--- config.mk ---
export PLATFORM = sky130hd
export DESIGN_NAME = pc_seq_unit
export DESIGN_NICKNAME = d
export VERILOG_FILES = /design/src/rtl/pc_seq_unit.sv
export SDC_FILE = /design/constraint.sdc
export NUM_CORES = 1
export LEC_CHECK = 0
export ABC_AREA = 1
export CAP_MARGIN = 20
export CELL_PAD_IN_SITES_DETAIL_PLACEMENT = 2
export CELL_PAD_IN_SITES_GLOBAL_PLACEMENT = 2
export CORE_MARGIN = 4
export CORE_UTILIZATION = 26
export CTS_CLUSTER_SIZE = 30
export DETAILED_ROUTE_END_ITERATION = 8
export GPL_TIMING_DRIVEN = 0
export HOLD_SLACK_MARGIN = 0.06
export PLACE_DENSITY = 0.85
export SETUP_SLACK_MARGIN = 0.1
export SYNTH_ARGS = -nofsm -noshare
export SYNTH_HDL_FRONTEND = slang
export SYNTH_SLANG_ARGS = --single-unit
export TNS_END_PERCENT = 100
--- constraint.sdc ---
create_clock -name clk_i -period 3.6 [get_ports clk_i]
set_input_delay 0.9 -clock clk_i [delete_from_list [all_inputs] [get_ports clk_i]]
set_output_delay 0.9 -clock clk_i [all_outputs]
set_load 0.005 [all_outputs]
--- src/rtl/pc_seq_unit.sv ---
// PC sequencer: boot hold, fetch request handshake, writeback commit, trap redirect with flush.
// Optional PC_SEQ_ALIGN_CHECK_EN adds word alignment of loaded PCs and a misalign_o pulse.
module pc_seq_unit #(
   parameter int unsigned PC_W        = 32,
   parameter logic [31:0] RESET_PC    = 32'h8000_0000,
   parameter int unsigned BOOT_CYCLES = 2,
   parameter int unsigned CNT_W       = 32
) (
   input  logic             clk_i,
   input  logic             rst_i,
   output logic [PC_W-1:0]  pc_o,
   output logic             pc_valid_o,
   input  logic             pc_ready_i,
   input  logic             wb_en,
   input  logic [PC_W-1:0]  npc_i,
   input  logic             trap_i,
   input  logic [PC_W-1:0]  trap_vec_i,
   output logic             flush_o,
   output logic [CNT_W-1:0] retired_o,
   output logic [1:0]       state_o
`ifdef PC_SEQ_ALIGN_CHECK_EN
   ,
   output logic             misalign_o
`endif
);

   localparam int unsigned BW = (BOOT_CYCLES > 1) ? $clog2(BOOT_CYCLES) : 1;
   localparam logic [BW-1:0] BOOT_LAST = BW'(BOOT_CYCLES - 1);

   typedef enum logic [1:0] {BOOT = 2'd0, REQ = 2'd1, WAIT = 2'd2} state_e;

   state_e           state_q, state_d;
   logic [BW-1:0]    cnt_q, cnt_d;
   logic [PC_W-1:0]  pc_q, pc_d;
   logic [CNT_W-1:0] ret_q, ret_d;
   logic             flush_q, flush_d;
   logic             mis_q, mis_d;
   logic             trap_take, commit, load_en;
   logic [PC_W-1:0]  load_val;

   // Trap wins over both the handshake and a simultaneous commit.
   assign trap_take = trap_i && ((state_q == REQ) || (state_q == WAIT));
   assign commit    = !trap_i && (state_q == WAIT) && wb_en;
   assign load_en   = trap_take || commit;
   assign load_val  = trap_i ? trap_vec_i : npc_i;

   always_comb begin
      state_d = state_q;
      cnt_d   = cnt_q;
      pc_d    = pc_q;
      ret_d   = ret_q;
      flush_d = 1'b0;
      mis_d   = 1'b0;
      case (state_q)
         BOOT: begin
            cnt_d = cnt_q + 1'b1;
            if (cnt_q == BOOT_LAST) state_d = REQ;
         end
         REQ: begin
            if (trap_take)       state_d = REQ;
            else if (pc_ready_i) state_d = WAIT;
         end
         WAIT: begin
            if (load_en) state_d = REQ;
         end
         default: state_d = REQ;
      endcase
      if (load_en) begin
`ifdef PC_SEQ_ALIGN_CHECK_EN
         pc_d  = {load_val[PC_W-1:2], 2'b00};
         mis_d = |load_val[1:0];
`else
         pc_d  = load_val;
`endif
         flush_d = trap_take;
      end
      if (commit) ret_d = ret_q + 1'b1;
   end

   always_ff @(posedge clk_i or negedge rst_i) begin
      if (!rst_i) begin
         state_q <= BOOT;
         cnt_q   <= '0;
         pc_q    <= PC_W'(RESET_PC);
         ret_q   <= '0;
         flush_q <= 1'b0;
         mis_q   <= 1'b0;
      end else begin
         state_q <= state_d;
         cnt_q   <= cnt_d;
         pc_q    <= pc_d;
         ret_q   <= ret_d;
         flush_q <= flush_d;
         mis_q   <= mis_d;
      end
   end

   assign pc_o       = pc_q;
   assign pc_valid_o = (state_q == REQ);
   assign flush_o    = flush_q;
   assign retired_o  = ret_q;
   assign state_o    = state_q;
`ifdef PC_SEQ_ALIGN_CHECK_EN
   assign misalign_o = mis_q;
`else
   logic unused_mis;
   assign unused_mis = mis_q;
`endif

endmodule

-- Word level (Yosys, flattened, before mapping)
Cells that the tools add are included.
- register bits after elaboration: 68
- input port bits: 69
- memories: 0
- ROM bits: 0
- word-level logic and storage cells: 27
- latch bits: 0
- memory bits (writable): 0
- bitwise gates (word level): 0
- mux-type cells: 7
- equal/unequal tests: 5
- reductions and logical operators: 8
- divide/modulo/power cells: 0
- order comparisons: 0
- add/subtract/negate cells: 2
- multiply operators: 0
- shift operators: 0
- operator list (kind ; number):
    $add A32 B1 Y32 const B ; 1
    $mux W32 ; 1
    $mux W2 ; 4
    $pmux W2 S3 ; 1
    $ne A2 B2 Y1 const B ; 2
    $logic_and A1 B1 Y1 ; 3
    $ne A3 B1 Y1 const B ; 1
    $reduce_and A3 Y1 ; 1
    $eq A2 B1 Y1 const B ; 1
    $eq A2 B2 Y1 const B ; 1
    $logic_not A2 Y1 ; 1
    $logic_or A1 B1 Y1 ; 2
    $add A1 B1 Y1 const B ; 1
    $logic_not A1 Y1 ; 1
    $mux W1 ; 1

-- Logic depth before layout (Yosys ltp)
- word-level depth: 6
- gate-level depth with buffers: 10
- mapped depth without buffers: 10

-- Least setup slack after synthesis
No wires, ideal clock.
- kind: input to register
- start: input port trap_i
- end: register ret_q[26], in the netlist retired_o[26]
- library setup time: 0.117 ns
- data required time: 3.483 ns
- slack: 1.770 ns
- cell stages on the path: 7
- buffers on the path: 1
- data arrival time: 1.713 ns
- path through: clkbuf_8 > inv_4 > nand3_4 > nor3_1 > nand3_1 > nand2_1 > nand2_1
- longest elaborated chain between the ends: 3
- RTL lines (item ; RTL line ; text):
    from (decl) ; 16 ; input logic trap_i,
    $logic_not A1 Y1 ; 43 ; assign commit = !trap_i && (state_q == WAIT) && wb_en;
    $logic_and A1 B1 Y1 (2 in series) ; 43 ;
    to (signal assigned) ; 92 ; ret_q <= ret_d;
    to (decl) ; 35 ; logic [CNT_W-1:0] ret_q, ret_d;
No other way between the ends.
A chain may end at the register's enable or synchronous reset.

-- Worst setup path in the final report
- start: register state_q[1], in the netlist state_o[1]
- end: output port pc_valid_o
- longest elaborated chain between the ends: 1
- RTL lines (item ; RTL line ; text):
    from (decl) ; 32 ; state_e state_q, state_d;
    from (signal assigned) ; 89 ; state_q <= state_d;
    $eq A2 B1 Y1 ; 99 ; assign pc_valid_o = (state_q == REQ);
    to (decl) ; 12 ; output logic pc_valid_o,
No other way between the ends.

==> results.md <==
* Status: finished, final reports clean
* Static Leakage at between 2 and 2.5 nW
* H-tree depth at 3
* CTS Buf Count at 9
* CORE AREA at 12,800 sq um
* Final Hold Viols at 0
* DP HPWL at slightly above 10,000 um
* Max clock buf depth at 2
* Cell Count, Final, Fillers Out at roughly 750
* Critical Path Stages at 3
* Vias in the first global route at 4,056
* Final net count at around 650
* CTS sink cnt at 68
* Ant diodes at 0
* Area contributors post-synth: dfrtp_1 48%, nand2_1 14%, nor2_1 5.8%
* GPL Wtd Cong at between 0.8 and 0.9
* Sequential area share after synthesis at 49.0%
* CTS clk-pin slew, worst paths at ~0.06 ns
* Drt total wl at 12,700 um
* CP peak stage delay at around 0.51 ns
* Post-DR vias/cell at about 4.6
* Initial antenna violation count at 0
* R2r setup slk at approximately 1.8 ns
* RR Endpoint: pc_o[22]$_DFFE_PN0P_
* Mapped Area at 3470 sq um
* Setup-failing EPs final at 0
* Worst R2R Path Depth at 8
* Worst Hold Class: in2async
* Post-synth EDFFs at 0
* Syn Area/Cell at just over 8 sq um
* Area leader, netlist: dfrtp_1
* Syn Nets at 502
* I/O Pins at around 140
* Worst R2R Start: state_o[0]$_DFFE_PN0P_
* Worst-Skew Late Latency at between 0.3 and 0.4 ns
* Placed cell count at 737
* Pre-CTS setup slack at between 1 and 1.5 ns
* Post-CTS resize count at 0
* First-pass detailed-route iteration total at 4
* Unrepaired setup endpoints after global routing: false
* Max_cap viols at 0
* Slew Limit Fails at 0
* Crit path buf inv count at 2
* Antenna-violating nets left at 0
* Vias at approximately 3,500
* Main synth FF type: dfrtp_1
* Die W at between 100 and 150 um
* 1st-iter DRT viols at around 130
* Async set-reset flop share out of synthesis at 100%
* Final instance area at 5360 sq um
* CTS Hold Bufs at 0
* Worst Skew at 0.00667 ns
* Top delay family on crit path: buffers and inverters
* Ys Warns at 0
* WP data required at ~2.7 ns
* Final period util at roughly two thirds
* Port bufs at approximately 140
* Final setup margin at 1.17 ns
* Setup bufs post-CTS at 0
* Row cnt at 41
* Die ar. at approximately 15,000 sq um
* Slew margin rel. at around 68%
* Largest net degree at the start of global routing at between 50 and 60
* Root Buffer: clkbuf_16
* Initial Utilization at 27.1%
* CP endpoint kind: primary output
* Worst VDD drop at 0.239 mV
* Routed WL per cell at ~17 um
* Crit-path slowest cell: clkdlybuf4s50_1
* Mapped Cells at around 430
* Residual overflow from global routing at 0
* Worst Tran Pin Value at about 0.48 ns
* Fin Setup TNS at 0 ns
* Min Tclk post-route at about 2.4 ns
* Share of cells above drive strength 1 at under 10%
* Die height at 124 um
* Placed instance area at between 5000 and 6000 sq um
* Top cell type's share of synthesized area at 48.3%
* DRC at 0
* Worst path cell trace: inv_1 > ha_1 > clkdlybuf4s50_1
* First-pass GRT wire length at approximately 21,000 um
* Setup CP Type: reg2out
* Startpoint types: flop
* Max Fanout on Critical Path at 4
* Tot GR Track Use at ~18%
* Area Overhead vs Synth at 54.4%
* Yosys reg bits at 68
* Fmax at between 0.4 and 0.5 GHz
* CTS tree: done
* PD cells at between 600 and 700 nW/um^2
* Worst Path Arrival at ~1.5 ns
* Netlist cell types at 27
## flip-flops by register name, summed over array words and instances, names as in the netlist
register,flops
cnt_q,1
flush_o,1
pc_o,32
retired_o,32
state_o,2
## metrics by stage
step                      power, mW  utilization, %  hold WS [ns]
final                          3.31            41.8         0.439
after detailed placement       2.44            39.5         0.505
after CTS                      3.37            41.8         0.435
after global routing           3.56            41.8         0.448
after global placement         2.37            39.3         0.458
after floorplan                1.65               -         0.442
## placed cells by master, fill, tap and decap left out
cell type / synthesis / layout
clkbuf_8: 1 / 3
nand3_4: 2 / 2
nor3_1: 3 / 3
nor2_2: 8 / 8
buf_6: 3 / 3
clkdlybuf4s50_1: 0 / 134
nand2_1: 132 / 132
nand3_1: 26 / 26
bufinv_16: 0 / 1
buf_4: 0 / 1
nand4_1: 12 / 12
xor2_1: 11 / 11
inv_1: 41 / 41
a31oi_1: 32 / 32
clkbuf_16: 0 / 9
inv_4: 2 / 2
nor2_1: 54 / 54
clkbuf_1: 6 / 10
xnor2_1: 8 / 8
dfrtp_1: 67 / 67
dfstp_2: 1 / 1
nand3b_1: 1 / 1
buf_2: 3 / 3
buf_16: 0 / 1
nor2_4: 1 / 1
or2_2: 1 / 1
a21oi_1: 1 / 1
nor2_8: 1 / 1
o21ai_0: 3 / 3
a22oi_1: 1 / 1
nand2_2: 4 / 4
ha_1: 4 / 4
## per-layer routing
layer	wire, um	track usage [%]	vias up
li1	-	-	1671
met3	1260	7.91	11
met5	0	0	-
met2	6220	30.6	115
met4	221	6.57	0
met1	4990	19.2	1696
## cells in the mapped netlist (all sizes together) (3+ instances only)
master / number
a31oi: 32
buf: 6
clkbuf: 7
dfrtp: 67
ha: 4
inv: 43
nand2: 136
nand3: 28
nand4: 12
nor2: 64
nor3: 3
o21ai: 3
xnor2: 8
xor2: 11
## layout make-up
cell class,count,area (sq um)
fillers,1438,7460
flip-flops and latches,68,1700
multi-input cells,305,1520
repair buffers,136,1380
clock buffers,15,268
well taps,172,215
inverters,43,166
plain buffers,13,85.1
clock inverters,1,30.0
## cell families after synthesis
group,count (synthesis),share of synthesized area (%)
compound gates,37,6.56
flops,68,49.0
buf+inv,56,7.24
xor+xnor,19,4.79
simple gates,245,30.9
fa+ha+maj,4,1.44
## power breakdown
part / internal, mW / total (mW) / switching (mW) / leakage (nW)
clock network: 0.576 / 0.899 / 0.323 / 0.144
registers: 1.00 / 1.16 / 0.155 / 0.819
logic: 0.674 / 1.25 / 0.576 / 1.41
## worst max-delay path by stage
stage                           startpoint                   endpoint  slack [ns]
detailed placement                   wb_en       pc_o[22]$_DFFE_PN0P_        1.08
finish              state_o[1]$_DFFE_PN0P_                 pc_valid_o        1.17
global route        state_o[1]$_DFFE_PN0P_                 pc_valid_o        1.07
CTS                 state_o[1]$_DFFE_PN0P_                 pc_valid_o        1.13
global placement                     rst_i       pc_o[18]$_DFFE_PN0P_       -0.91
floorplan                           trap_i  retired_o[26]$_DFFE_PN0P_        1.77
Note: power is estimated with default switching activity, not from simulation.
